`src/rtl/mem_arb_pkg.sv`:
```
// Shared types and helpers for the split imem/dmem to single pmem port arbiter.
// MEM_ARB_PERF_EN (optional) enables the per-port wait counters sized by PERF_W.
package mem_arb_pkg;

  typedef enum logic [1:0] {
    IDLE = 2'd0,
    BUSY = 2'd1,
    RESP = 2'd2
  } arb_state_t;

  typedef enum logic {
    GNT_I = 1'b0,
    GNT_D = 1'b1
  } arb_grant_t;

  localparam int PERF_W = 32;

  // Round-robin pick: a lone requester wins, a tie goes to the port not served last.
  function automatic arb_grant_t pick_grant(input logic i_req,
                                            input logic d_req,
                                            input arb_grant_t last_served);
    arb_grant_t g;
    case ({i_req, d_req})
      2'b10:   g = GNT_I;
      2'b01:   g = GNT_D;
      2'b11:   g = (last_served == GNT_I) ? GNT_D : GNT_I;
      default: g = last_served;
    endcase
    return g;
  endfunction

endpackage

```
`src/rtl/mem_arb_perf_ctr.sv`:
```
// Saturating wait-cycle counter; only instantiated when MEM_ARB_PERF_EN is defined.
module mem_arb_perf_ctr
  import mem_arb_pkg::*;
(
  input  logic              clk,
  input  logic              rst,
  input  logic              inc,
  output logic [PERF_W-1:0] count
);

  // Count up on inc, sticking at all-ones instead of wrapping.
  always_ff @(posedge clk) begin
    if (rst) begin
      count <= {PERF_W{1'b0}};
    end else if (inc && (count != {PERF_W{1'b1}})) begin
      count <= count + {{(PERF_W-1){1'b0}}, 1'b1};
    end else begin
      count <= count;
    end
  end

endmodule

```
`src/rtl/mem_port_arbiter.sv`:
```
// Arbitrates the CPU imem/dmem request ports onto one pmem word port (IDLE->BUSY->RESP).
// Optional MEM_ARB_PERF_EN adds perf_imem_wait/perf_dmem_wait wait-cycle counters.
module mem_port_arbiter
  import mem_arb_pkg::*;
#(
  parameter int ADDR_W = 32,
  parameter int DATA_W = 32,
  parameter int MASK_W = DATA_W / 8
) (
  input  logic              clk,
  input  logic              rst,
  input  logic              imem_read,
  input  logic [ADDR_W-1:0] imem_address,
  output logic              imem_resp,
  output logic [DATA_W-1:0] imem_rdata,
  input  logic              dmem_read,
  input  logic              dmem_write,
  input  logic [MASK_W-1:0] dmem_wmask,
  input  logic [ADDR_W-1:0] dmem_address,
  input  logic [DATA_W-1:0] dmem_wdata,
  output logic              dmem_resp,
  output logic [DATA_W-1:0] dmem_rdata,
  output logic              pmem_read,
  output logic              pmem_write,
  output logic [ADDR_W-1:0] pmem_address,
  output logic [DATA_W-1:0] pmem_wdata,
  output logic [MASK_W-1:0] pmem_wmask,
  input  logic              pmem_resp,
  input  logic [DATA_W-1:0] pmem_rdata
`ifdef MEM_ARB_PERF_EN
  ,
  output logic [PERF_W-1:0] perf_imem_wait,
  output logic [PERF_W-1:0] perf_dmem_wait
`endif
);

  arb_state_t state_r;
  arb_grant_t grant_r;
  arb_grant_t last_served_r;
  arb_grant_t next_grant_s;
  logic       i_req_s;
  logic       d_req_s;

  // Request decode and round-robin grant selection for the IDLE state.
  always_comb begin
    i_req_s      = imem_read;
    d_req_s      = dmem_read | dmem_write;
    next_grant_s = pick_grant(i_req_s, d_req_s, last_served_r);
  end

  // Transaction FSM; every port-facing output is a register written here.
  always_ff @(posedge clk) begin
    if (rst) begin
      state_r       <= IDLE;
      grant_r       <= GNT_I;
      last_served_r <= GNT_I;
      imem_resp     <= 1'b0;
      dmem_resp     <= 1'b0;
      imem_rdata    <= {DATA_W{1'b0}};
      dmem_rdata    <= {DATA_W{1'b0}};
      pmem_read     <= 1'b0;
      pmem_write    <= 1'b0;
      pmem_address  <= {ADDR_W{1'b0}};
      pmem_wdata    <= {DATA_W{1'b0}};
      pmem_wmask    <= {MASK_W{1'b0}};
    end else begin
      case (state_r)
        IDLE: begin
          imem_resp <= 1'b0;
          dmem_resp <= 1'b0;
          if (i_req_s || d_req_s) begin
            grant_r <= next_grant_s;
            state_r <= BUSY;
            if (next_grant_s == GNT_D) begin
              // A simultaneous read+write request is carried out as a write.
              pmem_address <= dmem_address;
              pmem_wdata   <= dmem_wdata;
              pmem_wmask   <= dmem_write ? dmem_wmask : {MASK_W{1'b1}};
              pmem_write   <= dmem_write;
              pmem_read    <= ~dmem_write;
            end else begin
              pmem_address <= imem_address;
              pmem_wmask   <= {MASK_W{1'b1}};
              pmem_write   <= 1'b0;
              pmem_read    <= 1'b1;
            end
          end else begin
            state_r <= IDLE;
          end
        end
        BUSY: begin
          if (pmem_resp) begin
            pmem_read     <= 1'b0;
            pmem_write    <= 1'b0;
            last_served_r <= grant_r;
            state_r       <= RESP;
            if (grant_r == GNT_I) begin
              imem_resp  <= 1'b1;
              imem_rdata <= pmem_rdata;
            end else begin
              dmem_resp <= 1'b1;
              if (pmem_read) begin
                dmem_rdata <= pmem_rdata;
              end else begin
                dmem_rdata <= dmem_rdata;
              end
            end
          end else begin
            state_r <= BUSY;
          end
        end
        RESP: begin
          imem_resp <= 1'b0;
          dmem_resp <= 1'b0;
          state_r   <= IDLE;
        end
        default: begin
          imem_resp  <= 1'b0;
          dmem_resp  <= 1'b0;
          pmem_read  <= 1'b0;
          pmem_write <= 1'b0;
          state_r    <= IDLE;
        end
      endcase
    end
  end

`ifdef MEM_ARB_PERF_EN
  mem_arb_perf_ctr u_perf_imem (
    .clk   (clk),
    .rst   (rst),
    .inc   (i_req_s & ~imem_resp),
    .count (perf_imem_wait)
  );

  mem_arb_perf_ctr u_perf_dmem (
    .clk   (clk),
    .rst   (rst),
    .inc   (d_req_s & ~dmem_resp),
    .count (perf_dmem_wait)
  );
`endif

endmodule

```
`config.mk`:
```
export PLATFORM = sky130hd
export DESIGN_NAME = mem_port_arbiter
export DESIGN_NICKNAME = d
export VERILOG_FILES = /design/src/rtl/mem_arb_pkg.sv /design/src/rtl/mem_arb_perf_ctr.sv /design/src/rtl/mem_port_arbiter.sv
export SDC_FILE = /design/constraint.sdc
export NUM_CORES = 1
export LEC_CHECK = 0
export CORE_MARGIN = 3
export CORE_UTILIZATION = 48
export DETAILED_ROUTE_END_ITERATION = 12
export DONT_BUFFER_PORTS = 1
export PLACE_DENSITY_LB_ADDON = 0.15
export SLEW_MARGIN = 20
export SYNTH_ARGS = -nofsm -noshare
export SYNTH_HDL_FRONTEND = slang
export SYNTH_HIERARCHICAL = 1
export SYNTH_SLANG_ARGS = --single-unit
```
`constraint.sdc`:
```
create_clock -name clk -period 1.5 [get_ports clk]
set_input_delay 0 -clock clk [delete_from_list [all_inputs] [get_ports clk]]
set_output_delay 0 -clock clk [all_outputs]
set_load 0.02 [all_outputs]
```
==> results of run 1 <==
[layout make-up]
class | instances | area (sq um) | share of cell area [%]
well taps | 143 | 179 | 2.81
multi-input cells | 465 | 2540 | 39.9
flip-flops and latches | 140 | 2810 | 44.1
inverters | 3 | 15.0 | 0.236
clock buffers | 23 | 478 | 7.51
repair buffers | 19 | 259 | 4.07
clock inverters | 7 | 90.1 | 1.42
[worst paths after layout]
kind | from | end | slack, ns | depth (start not counted)
worst max-delay path | last_served_r | pmem_address[19] | 0.15 | 4
worst min-delay path | rst | pmem_address[14] | -0.33 | 1
worst max register to register | last_served_r | pmem_address[19] | 0.15 | 4
worst min register to register | imem_rdata[14] | imem_rdata[14] | 0.56 | 2
[kinds of logic after synthesis]
kind of cell	after synthesis
compound gates	275
buf+inv	83
flops	140
simple gates	190
[layer usage]
metal	GRT usage (%)	share of wire [%]
met3	8.79	9.8
met2	38.7	49
met4	9.31	2.2
met5	0	0
met1	27.6	38
[synthesized netlist by cell type]
master     number
a211oi_2        1
and4b_1         1
or2_0           1
o211ai_1        2
nor2_1          3
buf_2          32
inv_1           3
o21ai_0        87
or2_2           1
a2bb2oi_1       1
a21oi_1       138
nor2_4          1
nand4bb_1       1
clkbuf_2        1
or3_1           2
nand2b_1        1
nor4bb_1        1
o21ai_1        12
nor3_2          2
nand3b_1       32
buf_4           7
nand3_1        65
nor3_1         11
a21bo_2         1
dfxtp_1       140
a311oi_1       32
a211o_1         1
nand2_1        65
and2_1          1
nand4b_1        1
or2_1           1
clkbuf_1       40
[per-stage QoR]
| stage | util, % | std cells |
|---|---|---|
| 2_1_floorplan | - | 688 |
| 3_3_place_gp | 50.2 | 770 |
| 3_5_place_dp | 50.2 | 770 |
| 4_1_cts | 55.2 | 800 |
| 5_1_grt | 55.3 | 800 |
| 6_report | 55.3 | 800 |
[power groups by stage]
stage	sequential (mW)	combinational (mW)	clock, mW
2_1_floorplan	4.46	0.735	0
3_3_place_gp	4.54	0.857	0
3_5_place_dp	4.54	0.894	0
4_1_cts	4.46	0.895	4.08
5_1_grt	4.49	1.01	4.27
6_report	4.46	0.895	4.01
[registers in the layout (all words and copies together) (netlist names)]
register / flops
dmem_resp: 1
state_r: 2
pmem_wdata: 32
imem_resp: 1
pmem_read: 1
grant_r: 1
imem_rdata: 32
dmem_rdata: 32
pmem_write: 1
pmem_address: 32
pmem_wmask: 4
last_served_r: 1
[repair_timing]
item,in CTS,in global routing
buffers inserted,0,0
hold endpoints to repair,140,140
resized for setup,0,6
setup endpoints to repair,0,60
==> results.json, run 1 <==
{
  "rsz0062_at_grt": "false",
  "synth_area_leader_cell": "dfxtp_1",
  "vias": 4989,
  "critPathBufInv": 1,
  "synth.area.mux_share_pct": 0,
  "fin_tns_setup_ns": 0,
  "crit_type": "register to register",
  "hold_class": "input pin to register",
  "cts.sinks": 140,
  "synth_compound_area_share_pct": 26.7,
  "slowest_delay_ns": 0.41,
  "p_per_area_mw_per_mm2": 1470,
  "synth_area_sq_mm": 0.00569,
  "h-tree-depth": 4,
  "tightest_slew_ns": 0.633,
  "gr-total-overflow": 0,
  "synth_top_family_by_area": "compound AO/OA/AOI/OAI gates",
  "die_w_um": 115,
  "violations": "hold timing",
  "track_usage_pct": 23.4,
  "drv_slew": 0,
  "final_area_sq_mm": 0.00636,
  "post_dp_cell_area_sq_mm": 0.00579,
  "hold_ws_ns": -0.328,
  "vdd_drop_max_mv": 0.767,
  "pin_count": 274,
  "fp.dieArea_sq_mm": 0.0132,
  "final.fill_count": 1086,
  "p_sw_share_pct": 26.4,
  "switching_power_mw": 2.47,
  "fmax_ghz": 0.740,
  "maxCapViolations": 0,
  "finalHoldViolCount": 140,
  "path_cells": "and2_1 -> buf_12 -> o21ai_0 -> a311oi_1",
  "setup_viol": 0,
  "netlist_instances": 688,
  "yosys.area_share.adder_pct": 0,
  "drc_errors": 0,
  "final_layout_size_suffix_gt1_share_pct": 8.83,
  "via_per_inst": 6.24,
  "design.core.area_sq_mm": 0.0115,
  "hpwl_mm": 10.7,
  "diodes": 0,
  "crit_family": "flip-flops",
  "die_h_um": 115,
  "antenna_found_initial": 0,
  "yosys_warnings": 6,
  "port_buffers": 0,
  "clockRootBuffer": "clkbuf_16",
  "cts_buffer_depth": 2,
  "place.gp.congestion": 0.793,
  "fin_nets": 784,
  "clk_pin_slew_ns": 0.06,
  "setup_slack_ns": 0.148,
  "cp-end-kind": "register",
  "final_common_cell": "a21oi_1",
  "p_leak_nw": 2.13,
  "ys_top_cells_by_area": "dfxtp_1, a21oi_1, o21ai_0",
  "syn-mean-instance-area_sq_um": 8.28,
  "ys_ff_latch": 140,
  "critPathMaxFanout": 50,
  "synth_nets": 826,
  "min_period_ns": 1.35,
  "period_share_pct": 90.1,
  "p_int_mw": 6.89,
  "start_util_pct": 49.4,
  "drt_first_iter_violations": 427,
  "crit_required_ns": 1.82,
  "synth_simple_gate_area_share_pct": 17.4,
  "grt_pass1_vias": 4720,
  "num_rows": 39,
  "ant_nets": 0,
  "grt_pass1_wl_mm": 24.7,
  "cts_tree": "built",
  "wl_per_cell_um": 20.1,
  "clock_skew_ns": 0.00819,
  "clock_power_share_pct": 42.8,
  "final_cell_mix": "a21oi_1, dfxtp_1, o21ai_0",
  "cp-start-kind": "register",
  "dpl_worst_slack_ns": 0.0334,
  "area_growth_pct": 11.8,
  "drt_first_pass_iters": 5,
  "synth_top_cell_area_share_pct": 49.2,
  "cts_inserted_buffers": 17,
  "seqPwrFrac_pct": 47.6,
  "status": "finished, violations left",
  "total_power_mw": 9.37,
  "grt_max_degree": 141,
  "wirelength_mm": 16.1,
  "cpMaxStageDelayCell": "dfxtp_2",
  "ys_seq_area_share_pct": 49.2,
  "max_slew_margin_pct": 57.8,
  "ys_types": 32,
  "power_frac_comb_pct": 9.6,
  "worstPathArrival_ns": 1.67,
  "synth-xor-area-share_pct": 0,
  "clock_latency_ns": 0.41
}
Note: power is estimated with default switching activity, not from simulation.
==> run 2, diff against run 1 <==
--- a/config.mk
+++ b/config.mk
@@ -5,12 +5,13 @@
 export SDC_FILE = /design/constraint.sdc
 export NUM_CORES = 1
 export LEC_CHECK = 0
+export CELL_PAD_IN_SITES_DETAIL_PLACEMENT = 1
+export CELL_PAD_IN_SITES_GLOBAL_PLACEMENT = 1
 export CORE_MARGIN = 3
-export CORE_UTILIZATION = 48
+export CORE_UTILIZATION = 44
 export DETAILED_ROUTE_END_ITERATION = 12
 export DONT_BUFFER_PORTS = 1
 export PLACE_DENSITY_LB_ADDON = 0.15
-export SLEW_MARGIN = 20
 export SYNTH_ARGS = -nofsm -noshare
 export SYNTH_HDL_FRONTEND = slang
 export SYNTH_HIERARCHICAL = 1
==> run 2 against run 1 <==
  * The flow still finishes with violations (hold timing)
  * Sequential cell count unchanged
  * Core utilization down 0.93 points
  * Fmax down 4.8%
  * Highest routed layer unchanged
  * Final area up 5.1%
  * Sequential share of layout area down 2.1 points
==> results.json, run 2 (synthesized netlist as in run 1, its figures left out) <==
{
  "status": "finished, violations left",
  "violations": "hold timing",
  "grt_pass1_vias": 5273,
  "area_growth_pct": 17.5,
  "fmax_ghz": 0.704,
  "cts_inserted_buffers": 17,
  "maxCapViolations": 0,
  "clockRootBuffer": "clkbuf_16",
  "port_buffers": 0,
  "fin_nets": 806,
  "wirelength_mm": 18.7,
  "p_per_area_mw_per_mm2": 1450,
  "finalHoldViolCount": 137,
  "drv_slew": 0,
  "final_layout_size_suffix_gt1_share_pct": 9.69,
  "die_w_um": 120,
  "critPathBufInv": 1,
  "cts_buffer_depth": 2,
  "grt_max_degree": 141,
  "num_rows": 40,
  "grt_pass1_wl_mm": 28.5,
  "worstPathArrival_ns": 1.78,
  "diodes": 0,
  "slowest_delay_ns": 0.56,
  "cp-end-kind": "register",
  "cp-start-kind": "register",
  "gr-total-overflow": 0,
  "clock_latency_ns": 0.42,
  "drc_errors": 0,
  "crit_family": "buffers and inverters",
  "p_leak_nw": 2.26,
  "antenna_found_initial": 0,
  "drt_first_iter_violations": 314,
  "cpMaxStageDelayCell": "dlygate4sd3_1",
  "pin_count": 274,
  "crit_required_ns": 1.86,
  "vias": 5215,
  "final_cell_mix": "a21oi_1, dfxtp_1, o21ai_0",
  "total_power_mw": 9.69,
  "drt_first_pass_iters": 4,
  "clock_skew_ns": 0.00621,
  "place.gp.congestion": 0.769,
  "period_share_pct": 94.6,
  "via_per_inst": 6.14,
  "clk_pin_slew_ns": 0.06,
  "die_h_um": 120,
  "hold_ws_ns": -0.334,
  "cts.sinks": 140,
  "setup_viol": 0,
  "wl_per_cell_um": 22.0,
  "start_util_pct": 46.2,
  "h-tree-depth": 4,
  "ant_nets": 0,
  "track_usage_pct": 25.0,
  "design.core.area_sq_mm": 0.0123,
  "final_common_cell": "a21oi_1",
  "hpwl_mm": 12.1,
  "fp.dieArea_sq_mm": 0.0143,
  "min_period_ns": 1.42,
  "crit_type": "register to register",
  "fin_tns_setup_ns": 0,
  "critPathMaxFanout": 10,
  "hold_class": "input pin to register",
  "path_cells": "nand2b_2 -> nor3_2 -> dlygate4sd3_1",
  "max_slew_margin_pct": 57.2,
  "final.fill_count": 1436,
  "tightest_slew_ns": 0.643,
  "cts_tree": "built",
  "vdd_drop_max_mv": 0.702
}
run 2: cell types whose count changed in the layout (fill, tap and decap cells not counted), sizes merged:
cell         delta
dlygate4sd3    +22
clkinv          +1
buf             -1
inv             +2
run 2: metrics by stage:
stage          utilization [%]  worst slack (ns)  area [sq um]  instances
5_1_grt                   54.3           -0.0216          6690        849
3_5_place_dp              47.3           -0.0335          5820        794
6_report                  54.3            0.0805          6690        849
2_1_floorplan                -             0.172          5690        688
3_3_place_gp              47.3             0.110          5820        794
4_1_cts                   52.5            0.0629          6460        829
run 2: final cells by class:
cell class,instances,area (sq um),area share (%)
multi-input combinational,465,2550,38.1
tap,168,210,3.14
clock buffer,22,494,7.39
sequential,140,2810,42.0
inverter,3,11.3,0.168
clock inverter,10,111,1.66
timing repair buffer,41,509,7.61
run 2: metal layers:
| layer | track usage (%) | vias to the layer above | part of all wire [%] |
|---|---|---|---|
| li1 | - | 2439 | - |
| met1 | 25.9 | 2515 | 36 |
| met2 | 42.4 | 211 | 50 |
| met3 | 12.3 | 50 | 11 |
| met4 | 11.9 | 0 | 3.9 |
| met5 | 0 | - | 0 |
run 2: timing repair:
action	in CTS	in global routing
hold buffers	3	19
endpoints found under the setup margin	3	7
resized for setup	3	5
cloned	0	1
buffers inserted	0	0
pin swaps	0	1
endpoints found under the hold margin	140	137
run 2: worst paths after layout:
| path | start | end | slack [ns] | cells past startpoint |
|---|---|---|---|---|
| worst min register to register | pmem_read | pmem_read | 0.54 | 2 |
| worst max-delay path | state_r[1] | dmem_resp | 0.08 | 3 |
| worst min-delay path | rst | pmem_address[17] | -0.33 | 1 |
| worst max register to register | state_r[1] | dmem_resp | 0.08 | 3 |
run 2: power by group:
group	switching [mW]	total, mW	internal, mW
registers	0.501	4.47	3.97
clock network	1.59	4.25	2.66
logic	0.555	0.964	0.409
